File: src/rtl/seq_left_shifter.sv
// Multi-cycle logical left shifter: LeftShifted_A = A << B, and 0 when B > 31. One shift-amount bit is applied per cycle.
// Latency: 5 cycles from the accepting edge to done. With LSHIFT_EARLY_EXIT_EN defined it is 1 + index of the highest set amount bit (1 when the amount is 0).
// Backpressure: start is accepted only while busy=0 and ignored otherwise. done is a one-cycle pulse, and the result is held until the next done.
module seq_left_shifter #(
  parameter int WIDTH = 32
) (
  input  logic             clk,
  input  logic             rst,
  input  logic             start,
  input  logic [WIDTH-1:0] A,
  input  logic [WIDTH-1:0] B,
  output logic             busy,
  output logic             done,
  output logic [WIDTH-1:0] LeftShifted_A
);

  typedef enum logic {
    IDLE  = 1'b0,
    SHIFT = 1'b1
  } state_t;

  state_t           state_q, state_d;
  logic [WIDTH-1:0] acc_q, acc_d;
  logic [4:0]       amt_q, amt_d;
  logic [2:0]       step_q, step_d;
  logic             busy_q, busy_d;
  logic             done_q, done_d;
  logic [WIDTH-1:0] res_q, res_d;

  logic [WIDTH-1:0] shifted;
  logic             last_step;
  logic             b_too_big;

  // Amounts of 32 or more flush everything, so the full B word is compared, not just B[4:0].
  assign b_too_big = (B > WIDTH'(31));

  // Apply the current step's power-of-two shift when its amount bit is set.
  always_comb begin
    shifted = acc_q;
    if (amt_q[step_q]) begin
      case (step_q)
        3'd0:    shifted = acc_q << 1;
        3'd1:    shifted = acc_q << 2;
        3'd2:    shifted = acc_q << 4;
        3'd3:    shifted = acc_q << 8;
        3'd4:    shifted = acc_q << 16;
        default: shifted = acc_q;
      endcase
    end
  end

  // Decide whether this SHIFT edge is the one that terminates the operation.
  always_comb begin
`ifdef LSHIFT_EARLY_EXIT_EN
    // Stop as soon as no higher amount bits remain; step 4 always satisfies this.
    last_step = ((amt_q >> (step_q + 3'd1)) == 5'd0);
`else
    last_step = (step_q == 3'd4);
`endif
  end

  // Next-state and datapath control for the IDLE/SHIFT machine.
  always_comb begin
    state_d = state_q;
    acc_d   = acc_q;
    amt_d   = amt_q;
    step_d  = step_q;
    busy_d  = busy_q;
    done_d  = 1'b0;
    res_d   = res_q;
    case (state_q)
      IDLE: begin
        if (start) begin
          acc_d   = b_too_big ? '0 : A;
          amt_d   = b_too_big ? 5'd0 : B[4:0];
          step_d  = 3'd0;
          busy_d  = 1'b1;
          state_d = SHIFT;
        end
      end
      SHIFT: begin
        acc_d  = shifted;
        step_d = step_q + 3'd1;
        if (last_step) begin
          res_d   = shifted;
          done_d  = 1'b1;
          busy_d  = 1'b0;
          state_d = IDLE;
        end
      end
      default: begin
        state_d = IDLE;
        busy_d  = 1'b0;
      end
    endcase
  end

  // State registers. Reset wins over start and over any step in progress.
  always_ff @(posedge clk) begin
    if (rst) begin
      state_q <= IDLE;
      acc_q   <= '0;
      amt_q   <= 5'd0;
      step_q  <= 3'd0;
      busy_q  <= 1'b0;
      done_q  <= 1'b0;
      res_q   <= '0;
    end else begin
      state_q <= state_d;
      acc_q   <= acc_d;
      amt_q   <= amt_d;
      step_q  <= step_d;
      busy_q  <= busy_d;
      done_q  <= done_d;
      res_q   <= res_d;
    end
  end

  assign busy          = busy_q;
  assign done          = done_q;
  assign LeftShifted_A = res_q;

endmodule

File: config.mk
export PLATFORM = sky130hd
export DESIGN_NAME = seq_left_shifter
export DESIGN_NICKNAME = d
export VERILOG_FILES = /design/src/rtl/seq_left_shifter.sv
export SDC_FILE = /design/constraint.sdc
export NUM_CORES = 1
export LEC_CHECK = 0
export BUFFER_PORTS_ARGS = -buffer_cell sky130_fd_sc_hd__buf_2
export CAP_MARGIN = 20
export CELL_PAD_IN_SITES_DETAIL_PLACEMENT = 1
export CELL_PAD_IN_SITES_GLOBAL_PLACEMENT = 2
export CORE_MARGIN = 3
export CORE_UTILIZATION = 33
export DETAILED_ROUTE_END_ITERATION = 16
export PLACE_DENSITY = 0.81
export SYNTH_ARGS = -nofsm -noshare
export SYNTH_HDL_FRONTEND = slang
export SYNTH_SLANG_ARGS = --single-unit
File: constraint.sdc
create_clock -name clk -period 4.6 [get_ports clk]
set_clock_uncertainty 0.2 [all_clocks]
set_input_delay 0.23 -clock clk [delete_from_list [all_inputs] [get_ports clk]]
set_output_delay 0.23 -clock clk [all_outputs]
set_load 0.05 [all_outputs]
# [After elaboration in Yosys (flattened, before gate mapping)]
# Cells that the tools add are included.
[op_classes] muxes=17 bitwise_logic=1 n_lt_le_gt_ge=2 n_reduce_logical=5 n_mul=0 add_sub_neg=1 eq_ne=6 shifts=0 div=0
[op_table] operator="32-bit one-hot mux with 5 select lines" count=1
[op_table] operator="32-bit 2-to-1 mux" count=3
[op_table] operator="32-bit one-hot mux with 2 select lines" count=1
[op_table] operator="32-bit by 5-bit greater-than comparator with 1-bit output, second input constant" count=1
[op_table] operator="3-bit by 2-bit == test with 1-bit output, second input constant" count=2
[op_table] operator="1-bit 2-to-1 mux" count=6
[op_table] operator="3-bit one-hot mux with 2 select lines" count=1
[op_table] operator="2-bit AND reduction" count=3
[op_table] operator="5-bit 2-to-1 mux" count=1
[op_table] operator="3-bit by 4-bit less-than comparator with 1-bit output, second input constant" count=1
[op_table] operator="1-bit one-hot mux with 2 select lines" count=2
[op_table] operator="3-bit by 1-bit adder with 3-bit output, second input constant" count=1
[op_table] operator="1-bit binary-select mux with 3-bit select" count=1
[op_table] operator="3-bit by 1-bit == test with 1-bit output, second input constant" count=1
[op_table] operator="3-bit == test, second input constant" count=1
[op_table] operator="3-bit logical NOT" count=1
[op_table] operator="3-bit 2-to-1 mux" count=1
[op_table] operator="2-bit by 1-bit != test with 1-bit output, second input constant" count=1
[op_table] operator="2-bit != test, second input constant" count=1
[op_table] operator="2-bit OR reduction" count=1
[op_table] operator="1-bit NOT" count=1
[word_totals] latch_bits=0 romBits=0 reg_bits=75 ram_bits=0 memories=0 input_bits=67

# [Longest topological paths before layout]
[logic_depth] depth_word=4 depth_mapped=11 mapped_depth_nobuf=7

# [Worst setup path before layout]
# OpenSTA, ideal clock, no wires.
[synth_timing] path_kind="register to register" startpoint="reg step_q[1]" endpoint="reg acc_q[19]" setup_ns=0.134 stages_incl_launch_ff=11 required_ns=4.266 arrival_ns=1.858 slack_ns=2.409 cell_sequence="dfxtp_1 -> inv_1 -> ha_1 -> buf_2 -> and2_1 -> buf_2 -> buf_2 -> a222oi_1 -> o21ai_0 -> mux2i_1 -> o22ai_1"
[synth_between] elab_chain_cells=4
[synth_lines] element="start: declaration" line_no="25" text="logic [2:0] step_q, step_d;"
[synth_lines] element="start signal: assignment" line_no="112" text="step_q <= step_d;"
[synth_lines] element="3-bit == test (tied with other cells)" line_no="41" text="case (step_q)"
[synth_lines] element="32-bit one-hot mux with 5 select lines or 1-bit 2-to-1 mux (tied branches)" line_no="41, 40"
[synth_lines] element="32-bit 2-to-1 mux (*)" line_no="40" text="if (amt_q[step_q]) begin"
[synth_lines] element="32-bit one-hot mux with 2 select lines (*)" line_no="71" text="case (state_q)"
[synth_lines] element="end signal: assignment" line_no="102" text="acc_q <= '0;"
[synth_lines] element="end signal: assignment" line_no="110" text="acc_q <= acc_d;"
[synth_lines] element="end: declaration" line_no="23" text="logic [WIDTH-1:0] acc_q, acc_d;"
# Every way passes the cells marked *; elsewhere a longest branch is shown, timed or not. The select of a mux whose other input is x is not followed.
# A chain may end at the register's enable or synchronous reset.

# [Worst setup path after layout]
[layout_timing] startpoint="reg step_q[2]" endpoint="reg acc_q[16]"
# Same word-level chain as after synthesis.

==> impl_metrics.xml <==
<?xml version="1.0" encoding="UTF-8"?>
<metrics>
  <group name="worst_setup_path">
    <metric name="reg2reg_setup_slack" unit="ns">1.0</metric>
    <metric name="crit_path_max_incr_delay" unit="ns">0.71</metric>
    <metric name="crit_slowest_cell" unit="">ha_1</metric>
    <metric name="critical_path.reg2reg.endpoint" unit="">acc_q[16]$_SDFFE_PP0P_</metric>
    <metric name="critical_path.cell_chain" unit="">inv_1 &gt; ha_1 &gt; nor2_1 &gt; o21ai_1 &gt; and2_1 &gt; buf_4 &gt; mux2i_1 &gt; o22ai_1</metric>
    <metric name="critPathKind" unit="">flop to flop</metric>
    <metric name="worstSetupStartpointType" unit="">flop</metric>
    <metric name="worst_ep_required_time" unit="ns">4.58</metric>
    <metric name="critical_path_arrival" unit="ns">3.58</metric>
    <metric name="r2r_cells" unit="">8</metric>
    <metric name="worst_r2r_startpoint" unit="">step_q[2]$_SDFFE_PP0P_</metric>
    <metric name="critical_path.endpoint_type" unit="">flop</metric>
    <metric name="crit_path_max_fanout" unit="">25</metric>
  </group>
  <group name="worst_hold_path">
    <metric name="min_from" unit="">A[23]</metric>
    <metric name="hold_path_depth" unit="">3</metric>
    <metric name="hold_path.class" unit="">input port to flop</metric>
    <metric name="min_delay_worst_endpoint" unit="">acc_q[23]$_SDFFE_PP0P_</metric>
  </group>
  <group name="routing">
    <metric name="final_antenna_net_count" unit="">0</metric>
    <metric name="drt-vias-per-instance" unit="">5.904</metric>
    <metric name="via_count" unit="">3920</metric>
    <metric name="remaining_drc_errors" unit="">0</metric>
    <metric name="drt_iter0_markers" unit="">437</metric>
    <metric name="drt-pass1-iter-count" unit="">6</metric>
    <metric name="wl_per_cell" unit="µm">19.55</metric>
    <metric name="detail_route.wirelength" unit="mm">12.98</metric>
  </group>
  <group name="die">
    <metric name="boundaryPins" unit="">101</metric>
    <metric name="placementRows" unit="">38</metric>
    <metric name="die_area" unit="µm²">12650</metric>
    <metric name="dieWidth" unit="µm">112.5</metric>
    <metric name="core_area" unit="µm²">10980</metric>
    <metric name="die_h" unit="µm">112.5</metric>
    <metric name="effective_utilization_at_floorplan" unit="">0.3407</metric>
  </group>
  <group name="timing">
    <metric name="layout_worst_path_cycle_share" unit="">0.7827</metric>
    <metric name="final_period_minus_worst_setup_slack" unit="ns">3.600</metric>
    <metric name="final-max-slew-violation-count" unit="">0</metric>
    <metric name="final.setup.tns" unit="ns">0</metric>
    <metric name="timing.final.ws_setup" unit="ns">0.9997</metric>
    <metric name="fmax" unit="MHz">277.8</metric>
    <metric name="finalSetupViolations" unit="">0</metric>
    <metric name="worst-slew-pin-transition" unit="ns">1.089</metric>
    <metric name="hold_viol_final" unit="">0</metric>
    <metric name="max_slew_headroom_at_the_worst_pin" unit="">0.2689</metric>
    <metric name="rsz0062_at_grt" unit="">no</metric>
  </group>
  <group name="logic_synthesis">
    <metric name="synthDominantAreaCellType" unit="">dfxtp_1</metric>
    <metric name="syn-mean-instance-area" unit="µm²">8.703</metric>
    <metric name="synthTopCellsByArea" unit="">dfxtp_1 40%, a22oi_1 14%, o21ai_1 4.7%</metric>
    <metric name="syn_nets" unit="">502</metric>
    <metric name="netlist_area" unit="µm²">3742</metric>
    <metric name="unique_masters_post_synth" unit="">41</metric>
    <metric name="synth-warning-count" unit="">0</metric>
    <metric name="ys_ff_latch" unit="">75</metric>
    <metric name="area_share_of_the_largest_cell_type_after_synthesis" unit="">0.4012</metric>
    <metric name="synthCells" unit="">430</metric>
    <metric name="ys_seq_area_frac" unit="">0.4012</metric>
  </group>
  <group name="global_routing">
    <metric name="groute.usage.overall" unit="">0.2023</metric>
    <metric name="antenna_found_initial" unit="">0</metric>
    <metric name="number_of_global_route_vias_before_repair" unit="">4088</metric>
    <metric name="grt.overflow.total" unit="">0</metric>
    <metric name="grt_start_max_net_pins" unit="">43</metric>
    <metric name="wire_length_of_the_first_global_routing_pass" unit="mm">21.05</metric>
  </group>
  <group name="clock_network">
    <metric name="cts_hold_buffers" unit="">10</metric>
    <metric name="htree_num_levels" unit="">3</metric>
    <metric name="insertion_delay" unit="ns">0.34</metric>
    <metric name="clockBufferDepth" unit="">2</metric>
    <metric name="cts_tree" unit="">done</metric>
    <metric name="cts.repair_timing.setup_buffer_count" unit="">0</metric>
    <metric name="worst_setup_hold_path_clk_slew" unit="ns">0.06</metric>
    <metric name="cts-buffers-inserted" unit="">9</metric>
    <metric name="cts_sinks" unit="">75</metric>
    <metric name="post_cts_resized" unit="">0</metric>
    <metric name="cts_root_buf" unit="">clkbuf_16</metric>
  </group>
  <group name="outcome">
    <metric name="run_status" unit="">completed</metric>
  </group>
  <group name="finish">
    <metric name="n_antenna_cell" unit="">0</metric>
    <metric name="final_layout_size_suffix_gt1_frac" unit="">0.2519</metric>
    <metric name="area_delta_synth_final" unit="%">26.08</metric>
    <metric name="utilization" unit="">0.4296</metric>
    <metric name="nets" unit="">591</metric>
  </group>
  <group name="power">
    <metric name="power_density" unit="nW/µm²">326.0</metric>
    <metric name="p_leak" unit="nW">1.639</metric>
    <metric name="vdd_ir_drop_max" unit="V">0.0001787</metric>
  </group>
  <group name="run">
    <metric name="drv_cap" unit="">0</metric>
  </group>
  <group name="place">
    <metric name="placement.io_buffers" unit="">100</metric>
    <metric name="placement.setup.worst_slack" unit="ns">1.077</metric>
    <metric name="globalplace.congestion" unit="">0.8758</metric>
    <metric name="dp_hpwl" unit="mm">9.094</metric>
  </group>
</metrics>
==> synthesized netlist by cell type <==
master      n
a211o_1     2
a211oi_1    1
a21oi_1     7
a21oi_2     1
a221oi_1    1
a222oi_1   15
a22o_1      5
a22oi_1    70
a31o_2      3
a32o_1      1
and2_1      2
and4_1      2
buf_1       3
buf_2      11
buf_6       3
buf_8       1
clkbuf_1   22
dfxtp_1    75
ha_1        5
inv_1       6
mux2i_1    15
nand2_1    42
nand2b_1    3
nand3_1     1
nand4_1    12
nand4b_1    1
nand4bb_1   1
nor2_1     16
nor2b_1     5
nor3_1      2
nor3_4      1
nor4_1      6
o21a_1      1
o21ai_0    20
o21ai_1    35
o221ai_2    1
o22ai_1    28
o2bb2ai_1   1
o31a_1      1
o32ai_2     1
or2_1       1
==> cells in the final DEF, fill, tap and decap left out, drive strengths merged, types with 2 or more instances in the layout <==
cell / instances
nand2: 42
nor3: 3
bufinv: 2
and2: 2
o21ai: 55
ha: 5
a222oi: 15
nor2b: 5
and4: 2
clkbuf: 10
a31o: 3
clkinvlp: 2
a211o: 2
buf: 108
clkinv: 2
dlygate4sd3: 10
mux2i: 15
nand2b: 3
a21oi: 8
a22o: 5
a22oi: 70
o22ai: 28
nor4: 6
nor2: 16
dfxtp: 75
inv: 6
nand4: 12
==> state kept, by name (all words and copies together), names as in the netlist <==
register	flops
amt_q	5
busy	1
step_q	3
acc_q	32
done	1
state_q	1
LeftShifted_A	32
==> worst max-delay path: cells and delay by family (launching register included) <==
| family | cells | cell delay (ns) |
|---|---|---|
| AOI/OAI and AO/OA | 2 | 0.74 |
| adders and majority gates | 1 | 0.71 |
| buffers and inverters | 2 | 0.58 |
| DFF | 1 | 0.53 |
| muxes | 1 | 0.30 |
| and+or+nand+nor | 2 | 0.36 |
==> logic make-up (layout without fill, tap and decap cells) <==
logic type,after synthesis,count (layout),share of synthesized area
fa+ha+maj,5,5,0.01672
mux,15,15,0.04012
compound gates,194,194,0.3581
buf+inv,46,140,0.05884
flops,75,75,0.4012
simple gates,95,95,0.1250
==> worst max path at each step <==
stage	slack (ns)	endpoint	cells past startpoint	startpoint
after floorplan	2.41	acc_q[19]$_SDFFE_PP0P_	10	step_q[1]$_SDFFE_PP0P_
after global placement	1.34	acc_q[21]$_SDFFE_PP0P_	8	step_q[2]$_SDFFE_PP0P_
after detailed placement	1.08	acc_q[21]$_SDFFE_PP0P_	8	step_q[2]$_SDFFE_PP0P_
after CTS	1.06	acc_q[16]$_SDFFE_PP0P_	8	step_q[2]$_SDFFE_PP0P_
after global routing	0.79	acc_q[16]$_SDFFE_PP0P_	8	step_q[2]$_SDFFE_PP0P_
final	1.0	acc_q[16]$_SDFFE_PP0P_	8	step_q[2]$_SDFFE_PP0P_
==> through the flow <==
stage | hold slack [ns] | total power (W) | cells | cell area (µm²)
floorplan | 0.1783 | 0.0007214 | 430 | 3742
global placement | 0.2322 | 0.0007654 | 637 | 4275
detailed placement | 0.2422 | 0.0007688 | 637 | 4275
CTS | 0.0003170 | 0.001546 | 663 | 4703
global route | 0.0009315 | 0.001587 | 664 | 4718
finish | 0.003820 | 0.001538 | 664 | 4718
==> metal layers <==
metal | vias up | share of wire | global-route usage
met5 | - | 0 | 0
met4 | 0 | 0.017 | 0.06170
met3 | 22 | 0.045 | 0.03450
met2 | 118 | 0.49 | 0.3433
met1 | 1918 | 0.45 | 0.2630
li1 | 1862 | - | -
==> cell type report <==
cell class / instances / area (µm²)
Fill cell: 1300 / 6265
Multi-Input combinational cell: 309 / 2023
Sequential cell: 75 / 1501
Timing Repair Buffer: 118 / 668.1
Clock buffer: 10 / 239.0
Tap cell: 140 / 175.2
Clock inverter: 6 / 88.84
Inverter: 6 / 22.52
==> power by group <==
group	switching [W]	internal (W)	total (W)
combinational	0.0000655	0.0000400	0.000106
sequential	0.00000463	0.000652	0.000656
clock	0.000287	0.000490	0.000776
Power figures use the tool's default switching activity.
